<file path="config.mk">
export PLATFORM = sky130hd
export DESIGN_NAME = enemy_scheduler
export DESIGN_NICKNAME = d
export VERILOG_FILES = /design/src/rtl/enemy_scheduler_pkg.sv /design/src/rtl/enemy_vga_mux.sv /design/src/rtl/enemy_scheduler.sv
export SDC_FILE = /design/constraint.sdc
export NUM_CORES = 1
export LEC_CHECK = 0
export CAP_MARGIN = 20
export CORE_MARGIN = 4
export CORE_UTILIZATION = 40
export DETAILED_ROUTE_END_ITERATION = 12
export PLACE_DENSITY = 0.85
export SLEW_MARGIN = 30
export SYNTH_ARGS = -nofsm -noshare
export SYNTH_HDL_FRONTEND = slang
export SYNTH_SLANG_ARGS = --single-unit
</file>
<file path="constraint.sdc">
create_clock -name clk_i -period 2.75 [get_ports clk_i]
set_clock_uncertainty 0.2 [all_clocks]
set_input_delay 0.4125 -clock clk_i [delete_from_list [all_inputs] [get_ports clk_i]]
set_output_delay 0.4125 -clock clk_i [all_outputs]
set_load 0.01 [all_outputs]
</file>
<file path="src/rtl/enemy_scheduler_pkg.sv">
// Shared definitions for the enemy scheduler: FSM states, sprite geometry, pixel widths
// and the movement direction codes used by the enemy engines.
package enemy_scheduler_pkg;

    typedef enum logic [2:0] {
        StInit,
        StIdle,
        StGen,
        StApply,
        StDraw,
        StNext,
        StDone
    } sched_state_e;

    typedef enum logic [1:0] {
        DirUp,
        DirDown,
        DirLeft,
        DirRight
    } dir_e;

    localparam int unsigned SpriteW      = 16;
    localparam int unsigned SpriteH      = 16;
    localparam int unsigned SpritePixels = SpriteW * SpriteH;
    localparam int unsigned ColourW      = 6;
    localparam int unsigned XW           = 9;
    localparam int unsigned YW           = 8;

endpackage

</file>
<file path="src/rtl/enemy_vga_mux.sv">
// N-to-1 selector for a bank of sprite pixel streams onto one frame-buffer write port.
module enemy_vga_mux
    import enemy_scheduler_pkg::*;
#(
    parameter int unsigned NSrc = 4
) (
    input  logic [2:0]              sel_i,
    input  logic                    en_i,
    input  logic [XW*NSrc-1:0]      x_i,
    input  logic [YW*NSrc-1:0]      y_i,
    input  logic [ColourW*NSrc-1:0] colour_i,
    input  logic [NSrc-1:0]         write_i,
    output logic [XW-1:0]           x_o,
    output logic [YW-1:0]           y_o,
    output logic [ColourW-1:0]      colour_o,
    output logic                    write_o
);

    always_comb begin
        x_o      = '0;
        y_o      = '0;
        colour_o = '0;
        write_o  = 1'b0;
        for (int unsigned i = 0; i < NSrc; i++) begin
            if (sel_i == 3'(i)) begin
                x_o      = x_i[i*XW +: XW];
                y_o      = y_i[i*YW +: YW];
                colour_o = colour_i[i*ColourW +: ColourW];
                write_o  = write_i[i] & en_i;
            end
        end
    end

endmodule

</file>
<file path="src/rtl/enemy_scheduler.sv">
// Per-frame sequencer for the enemy engines: move generation, move application and sprite
// draw, one enemy at a time, with dead-slot skipping, move throttling and a draw watchdog.
module enemy_scheduler
    import enemy_scheduler_pkg::*;
#(
    parameter int unsigned N_ENEMY      = 4,
    parameter int unsigned MOVE_DIV     = 2,
    parameter int unsigned DRAW_TIMEOUT = 2 * SpritePixels
) (
    input  logic                       clk_i,
    input  logic                       rst_ni,
    input  logic                       start_i,
    input  logic                       init_req_i,
    input  logic [N_ENEMY-1:0]         alive_i,
    input  logic [N_ENEMY-1:0]         draw_done_i,
    input  logic [XW*N_ENEMY-1:0]      en_x_i,
    input  logic [YW*N_ENEMY-1:0]      en_y_i,
    input  logic [ColourW*N_ENEMY-1:0] en_colour_i,
    input  logic [N_ENEMY-1:0]         en_write_i,
    output logic                       init_o,
    output logic                       idle_o,
    output logic [N_ENEMY-1:0]         gen_move_o,
    output logic [N_ENEMY-1:0]         apply_move_o,
    output logic [N_ENEMY-1:0]         draw_o,
    output logic [XW-1:0]              vga_x_o,
    output logic [YW-1:0]              vga_y_o,
    output logic [ColourW-1:0]         vga_colour_o,
    output logic                       vga_write_o,
    output logic [2:0]                 cur_enemy_o,
    output logic                       done_o,
    output logic                       timeout_err_o
);

    localparam int unsigned WdW = $clog2(DRAW_TIMEOUT) + 1;

    sched_state_e       state_q;
    logic [2:0]         cur_q;
    logic [3:0]         frame_q;
    logic               move_q;
    logic [WdW-1:0]     wdog_q;
    logic               timeout_q, init_q, idle_q, done_q;
    logic [N_ENEMY-1:0] gen_q, apply_q, draw_q;

    logic [7:0]   alive_pad, done_pad, cand_oh, cur_oh;
    logic [2:0]   cand;
    logic         cand_move;
    sched_state_e entry_st;

    // Slot about to be entered: enemy 0 from IDLE, otherwise the one after cur_q.
    always_comb begin
        alive_pad = 8'(alive_i);
        done_pad  = 8'(draw_done_i);
        cand      = (state_q == StIdle) ? 3'd0 : cur_q + 3'd1;
        cand_move = (state_q == StIdle) ? (frame_q == 4'd0) : move_q;
        cand_oh   = 8'd1 << cand;
        cur_oh    = 8'd1 << cur_q;
        if (!alive_pad[cand]) begin
            entry_st = StNext;
        end else if (cand_move) begin
            entry_st = StGen;
        end else begin
            entry_st = StDraw;
        end
    end

    always_ff @(posedge clk_i or negedge rst_ni) begin
        if (!rst_ni) begin
            state_q   <= StInit;
            cur_q     <= '0;
            frame_q   <= '0;
            move_q    <= 1'b0;
            wdog_q    <= '0;
            timeout_q <= 1'b0;
            init_q    <= 1'b1;
            idle_q    <= 1'b0;
            done_q    <= 1'b0;
            gen_q     <= '0;
            apply_q   <= '0;
            draw_q    <= '0;
        end else if (init_req_i) begin
            state_q   <= StInit;
            cur_q     <= '0;
            wdog_q    <= '0;
            timeout_q <= 1'b0;
            init_q    <= 1'b1;
            idle_q    <= 1'b0;
            done_q    <= 1'b0;
            gen_q     <= '0;
            apply_q   <= '0;
            draw_q    <= '0;
        end else begin
            init_q  <= 1'b0;
            done_q  <= 1'b0;
            gen_q   <= '0;
            apply_q <= '0;
            unique case (state_q)
                StInit: begin
                    state_q <= StIdle;
                    idle_q  <= 1'b1;
                    frame_q <= '0;
                    cur_q   <= '0;
                end
                StIdle: begin
                    if (start_i) begin
                        idle_q  <= 1'b0;
                        cur_q   <= '0;
                        move_q  <= cand_move;
                        frame_q <= (frame_q == 4'(MOVE_DIV - 1)) ? 4'd0 : frame_q + 4'd1;
                        wdog_q  <= '0;
                        state_q <= entry_st;
                        gen_q   <= (entry_st == StGen) ? cand_oh[N_ENEMY-1:0] : '0;
                        draw_q  <= (entry_st == StDraw) ? cand_oh[N_ENEMY-1:0] : '0;
                    end
                end
                StGen: begin
                    apply_q <= cur_oh[N_ENEMY-1:0];
                    state_q <= StApply;
                end
                StApply: begin
                    draw_q  <= cur_oh[N_ENEMY-1:0];
                    wdog_q  <= '0;
                    state_q <= StDraw;
                end
                StDraw: begin
                    if (done_pad[cur_q]) begin
                        draw_q  <= '0;
                        state_q <= StNext;
                    end else if (wdog_q == WdW'(DRAW_TIMEOUT - 1)) begin
                        draw_q    <= '0;
                        timeout_q <= 1'b1;
                        state_q   <= StNext;
                    end else begin
                        wdog_q <= wdog_q + 1'b1;
                    end
                end
                StNext: begin
                    wdog_q <= '0;
                    if (cur_q == 3'(N_ENEMY - 1)) begin
                        done_q  <= 1'b1;
                        state_q <= StDone;
                    end else begin
                        cur_q   <= cand;
                        state_q <= entry_st;
                        gen_q   <= (entry_st == StGen) ? cand_oh[N_ENEMY-1:0] : '0;
                        draw_q  <= (entry_st == StDraw) ? cand_oh[N_ENEMY-1:0] : '0;
                    end
                end
                StDone: begin
                    idle_q  <= 1'b1;
                    state_q <= StIdle;
                end
                default: begin
                    init_q  <= 1'b1;
                    state_q <= StInit;
                end
            endcase
        end
    end

    enemy_vga_mux #(
        .NSrc(N_ENEMY)
    ) u_vga_mux (
        .sel_i   (cur_q),
        .en_i    (state_q == StDraw),
        .x_i     (en_x_i),
        .y_i     (en_y_i),
        .colour_i(en_colour_i),
        .write_i (en_write_i),
        .x_o     (vga_x_o),
        .y_o     (vga_y_o),
        .colour_o(vga_colour_o),
        .write_o (vga_write_o)
    );

    assign init_o        = init_q;
    assign idle_o        = idle_q;
    assign gen_move_o    = gen_q;
    assign apply_move_o  = apply_q;
    assign draw_o        = draw_q;
    assign cur_enemy_o   = cur_q;
    assign done_o        = done_q;
    assign timeout_err_o = timeout_q;

endmodule
</file>
==> results by stage <==
Worst setup path:
- The cell type group with the largest total delay on the critical path is buffers and inverters.
- The critical path goes through inv_2 -> ha_4 -> nor3b_4 -> buf_6 -> a221oi_1 -> o31ai_1 -> clkbuf_2.
- STA puts the critical path data required time at 2.14 ns.
- The highest net fanout along the worst path is 8.
- On the worst path, the slowest cell contributes a delay of 0.46 ns.
- The critical path contains buffers and inverters numbering 3 combined.
- The cell type of the slowest stage on the worst timing path is sky130_fd_sc_hd__dfrtp_2.
- The critical setup path kind is register to output pin.
- STA classifies the critical path startpoint as a register.
- The type of destination of the critical path is an output pin.
- The worst path arrival time is about 2.1 ns.

Placement:
- The count of input and output buffers is 150.
- The detailed placement HPWL is 8.06 mm.
- The post-placement worst setup slack is -0.0303 ns.
- The weighted congestion reported at the end of routability-driven placement is just under 0.9.
- The standard cell area after detailed placement is 0.00450 mm^2.
- The number of placed instances, taps included, is 580.

Global route:
- The number of antenna violations at the first check in global routing is 0.
- The number of global-route vias before repair is 3266.
- The overall overflow remaining after global route is 0.
- Across every metal layer, demand over resource in global routing totals between 20% and 30%.
- The maximum number of pins on one net before global-route repair is 48.
- The first global-routing pass estimated 16.4 mm of wire.

Detailed routing:
- The average via count per standard cell is around 5.6.
- Detailed routing inserted a total of 3311 vias.
- The number of nets with antenna violations after routing is 0.
- After detailed routing, the number of remaining DRC violations is 0.
- The first routing iteration left about 240 violations.
- The detailed-route wire length is roughly 11 mm.
- The wire length per cell after detailed routing is 18.1 um.
- The number of iterations in the first detailed-routing pass is 4.

Clocking:
- The CTS H-tree depth is 2.
- The clock tree root driver cell is sky130_fd_sc_hd__clkbuf_8.
- TritonCTS built the clock tree.
- Counting the buffers created by CTS gives 5.
- For this design, the sink count on the clock tree is 37.
- The clock passes through at most 2 buffers.
- After clock tree synthesis, the clock-pin slew on the worst setup and hold paths is 0.08 ns.
- For the worst-skew pair, the clock arrives at the later sink with an insertion delay of 0.29 ns.
- The number of buffers inserted by hold repair at cts is 0.

Pwr:
- The internal power component is 1.57 mW.
- Of the total power, registers draw 26.6%.
- The analysis attributes to net switching a power of 1.03 mW.
- The combinational group share of total power is 55.6%.
- The clock network burns 17.8% of the power.
- Net switching is 39.5% of the power.
- Power spread over the standard cell area amounts to 564 mW/mm^2.
- The analysis attributes to cell leakage a power of 1.80 nW.
- The maximum VDD drop is 0.000387 V.

Yosys:
- After Yosys synthesis, XOR and XNOR cells account for 0.312% of the synthesized area.
- The share of the yosys chip area belonging to registers is 33.0%.
- The number of enable flip-flop cells after synthesis is 0.
- The register bit total from synthesis is 37.
- The area fraction in and, or, nand and nor cells after synthesis is 24.9%.
- The combinational family with the most area after synthesis is compound AO/OA/AOI/OAI gates.
- Multiplexer cells account for 4.50% of the synthesized area.
- The number of synthesis warnings is 0.
- The number of instances in the synthesized netlist is 341.
- The average size of a mapped cell is between 8 and 9 um^2.
- The compound-gate portion of the synthesized area is 28.7%.
- The net count after synthesis is approximately 460.
- The prevailing post-synth register cell is sky130_fd_sc_hd__dfrtp_1.
- After Yosys synthesis, full adders, half adders and majority gates account for 2.67% of the synthesized area.
- The synthesized netlist occupies a cell area of 0.00281 mm^2.
- Yosys mapped the design onto 54 distinct sky130hd cell types.
- Of all flip-flops after synthesis, the portion carrying an async set or reset was 100%.

Timing:
- The remaining max-slew budget at the tightest pin is 44.2%.
- The final critical delay including setup and external delays is 2.70 ns.
- Static timing analysis puts the maximum clock frequency at 370 MHz.
- Setup repair after global routing could not meet its margin everywhere.
- The number of pins exceeding their max-slew limit in the final report is 0.
- Across all setup checks in the final design, the least slack found is 0.0506 ns.
- Dividing the final minimum period by the clock period gives 98.2%.
- The transition time at the pin with the least slew margin is 0.837 ns.
- The number of hold violations in the final report is 0.
- Setup violations remaining at the end of the flow were counted as 0.

Finish:
- Counting the fill cells in the layout gives 559.
- After routing the design area is 0.00461 mm^2.
- The sequential cells in the finished layout cover a total of a little over 900 um^2.
- The fraction of final layout cells with drive strength greater than 1 is between 10% and 20%.
- The number of nets in the finished design is 608.
- The number of antenna diodes in the final layout is 0.
- In the layout the commonest cells are sky130_fd_sc_hd__clkdlybuf4s50_1 (125), sky130_fd_sc_hd__nor2_1 (39), sky130_fd_sc_hd__nand2_1 (39), sky130_fd_sc_hd__dfrtp_1 (34), sky130_fd_sc_hd__o31ai_1 (28).
- The multi-input combinational cells in the finished layout cover a total of 0.00179 mm^2.
- The commonest non-fill, non-tap cell in the layout is sky130_fd_sc_hd__clkdlybuf4s50_1.
- The core occupancy in the finished layout is approximately 68%.
- From synthesis to final layout, the design area changed by 64.1%.
- The post-layout instance count excluding filler cells is 590.

Floorplanning:
- The die covers about 0.0084 mm^2.
- Once the floorplan was initialized, standard cells occupied 41.3% of the core.
- The number of top-level pins is 151.
- The number of placement rows is 30.
- The core area is 0.00679 mm^2.
- Measured along the x axis, the die boundary spans around 92 um.
- The floorplan step set the die height to 91.8 um.

Min path:
- The worst min-delay path category is primary input to async pin.

Flow run:
- The max-cap violation count is 0.

Outcome:
- The run finished with clean final reports.
==> state kept, by name, indices dropped and copies added, names as in the netlist <==
name and count:
init_o 1, state_q 3, wdog_q 10, move_q 1
done_o 1, timeout_err_o 1, idle_o 1, frame_q 4
draw_o 4, apply_move_o 4, gen_move_o 4, cur_enemy_o 3
==> synth_stat cells (all sizes together), types with 2 or more instances <==
master / count / area (um^2)
a21oi: 8 / 40.0
ha: 6 / 75.1
clkbuf: 21 / 78.8
o31ai: 29 / 218
o22ai: 3 / 25.0
nand3: 13 / 65.1
or2: 2 / 12.5
nor4: 4 / 31.3
dfrtp: 36 / 901
nor3: 9 / 45.0
or4: 5 / 41.3
a21o: 2 / 15.0
a21boi: 7 / 52.6
nand2: 39 / 146
mux2i: 7 / 70.1
nand4: 5 / 46.3
nor2b: 5 / 31.3
o21ai: 19 / 98.8
buf: 7 / 42.5
nand2b: 3 / 18.8
mux2: 5 / 56.3
inv: 12 / 45.0
nor3b: 4 / 41.3
a31oi: 2 / 12.5
a2bb2oi: 2 / 17.5
or3: 3 / 22.5
a22oi: 4 / 30.0
nor2: 39 / 146
or2b: 2 / 17.5
a221oi: 24 / 210
==> layer usage <==
layer	global-route usage (%)	share of wire, %	vias to the layer above
li1	-	-	1586
met1	28.1	40	1577
met2	43.8	52	135
met3	5.58	6.7	13
met4	7.05	1.3	0
met5	0	0	-
==> power groups by stage <==
stage	sequential, mW	combinational [mW]	clock, mW
floorplan	0.675	0.814	0
global placement	0.693	1.41	0
detailed placement	0.699	1.44	0
CTS	0.688	1.39	0.476
global route	0.706	1.56	0.500
finish	0.692	1.44	0.462
==> stage by stage <==
step	power [mW]	TNS, ns	hold WS (ns)
after CTS	2.56	-0.0160	0.0357
final	2.60	0	0.0180
after detailed placement	2.14	-0.0524	0.271
after global placement	2.11	0	0.264
after global routing	2.76	-0.0754	0.0819
after floorplan	1.49	0	-0.0831
==> worst reg2reg max path: stages (launching register included) <==
cell                        delay, ns
sky130_fd_sc_hd__dfrtp_1         0.39
sky130_fd_sc_hd__buf_4           0.17
sky130_fd_sc_hd__ha_1            0.19
sky130_fd_sc_hd__ha_1            0.39
sky130_fd_sc_hd__a31oi_1         0.19
sky130_fd_sc_hd__o22ai_2         0.37
sky130_fd_sc_hd__o2111ai_1       0.29
sky130_fd_sc_hd__nor3_1          0.23
==> final cells by class <==
type	instances	share of cell area (%)
Multi-Input combinational cell	264	38.8
Clock buffer	5	1.49
Timing Repair Buffer	174	35.1
Sequential cell	37	20.2
Inverter	12	0.978
Clock inverter	2	0.761
Tap cell	96	2.61
==> kinds of logic after synthesis <==
kind of cell    count (synthesis)
simple gates                  136
flops                          37
fa+ha+maj                       6
buf+inv                        40
compound gates                109
mux                            12
xor+xnor                        1
==> final timing paths <==
kind	from	slack, ns	endpoint	cells after the start
worst max-delay path	cur_enemy_o[0]	0.05	vga_colour_o[0]	7
worst min-delay path	rst_ni	0.02	state_q[1]	1
worst max register to register	cur_enemy_o[1]	0.25	gen_move_o[3]	7
worst min register to register	draw_o[1]	0.29	draw_o[1]	2
max in group asynchronous	rst_ni	1.76	cur_enemy_o[0]	1
min in group clk_i	draw_o[1]	0.29	draw_o[1]	2
==> repair_timing <==
action / in CTS / in global routing
pin swaps: 0 / 5
cloned: 0 / 1
gates resized for setup: 32 / 75
setup buffers: 0 / 2
setup endpoints to repair: 24 / 24
(Power assumes the default switching activity.)
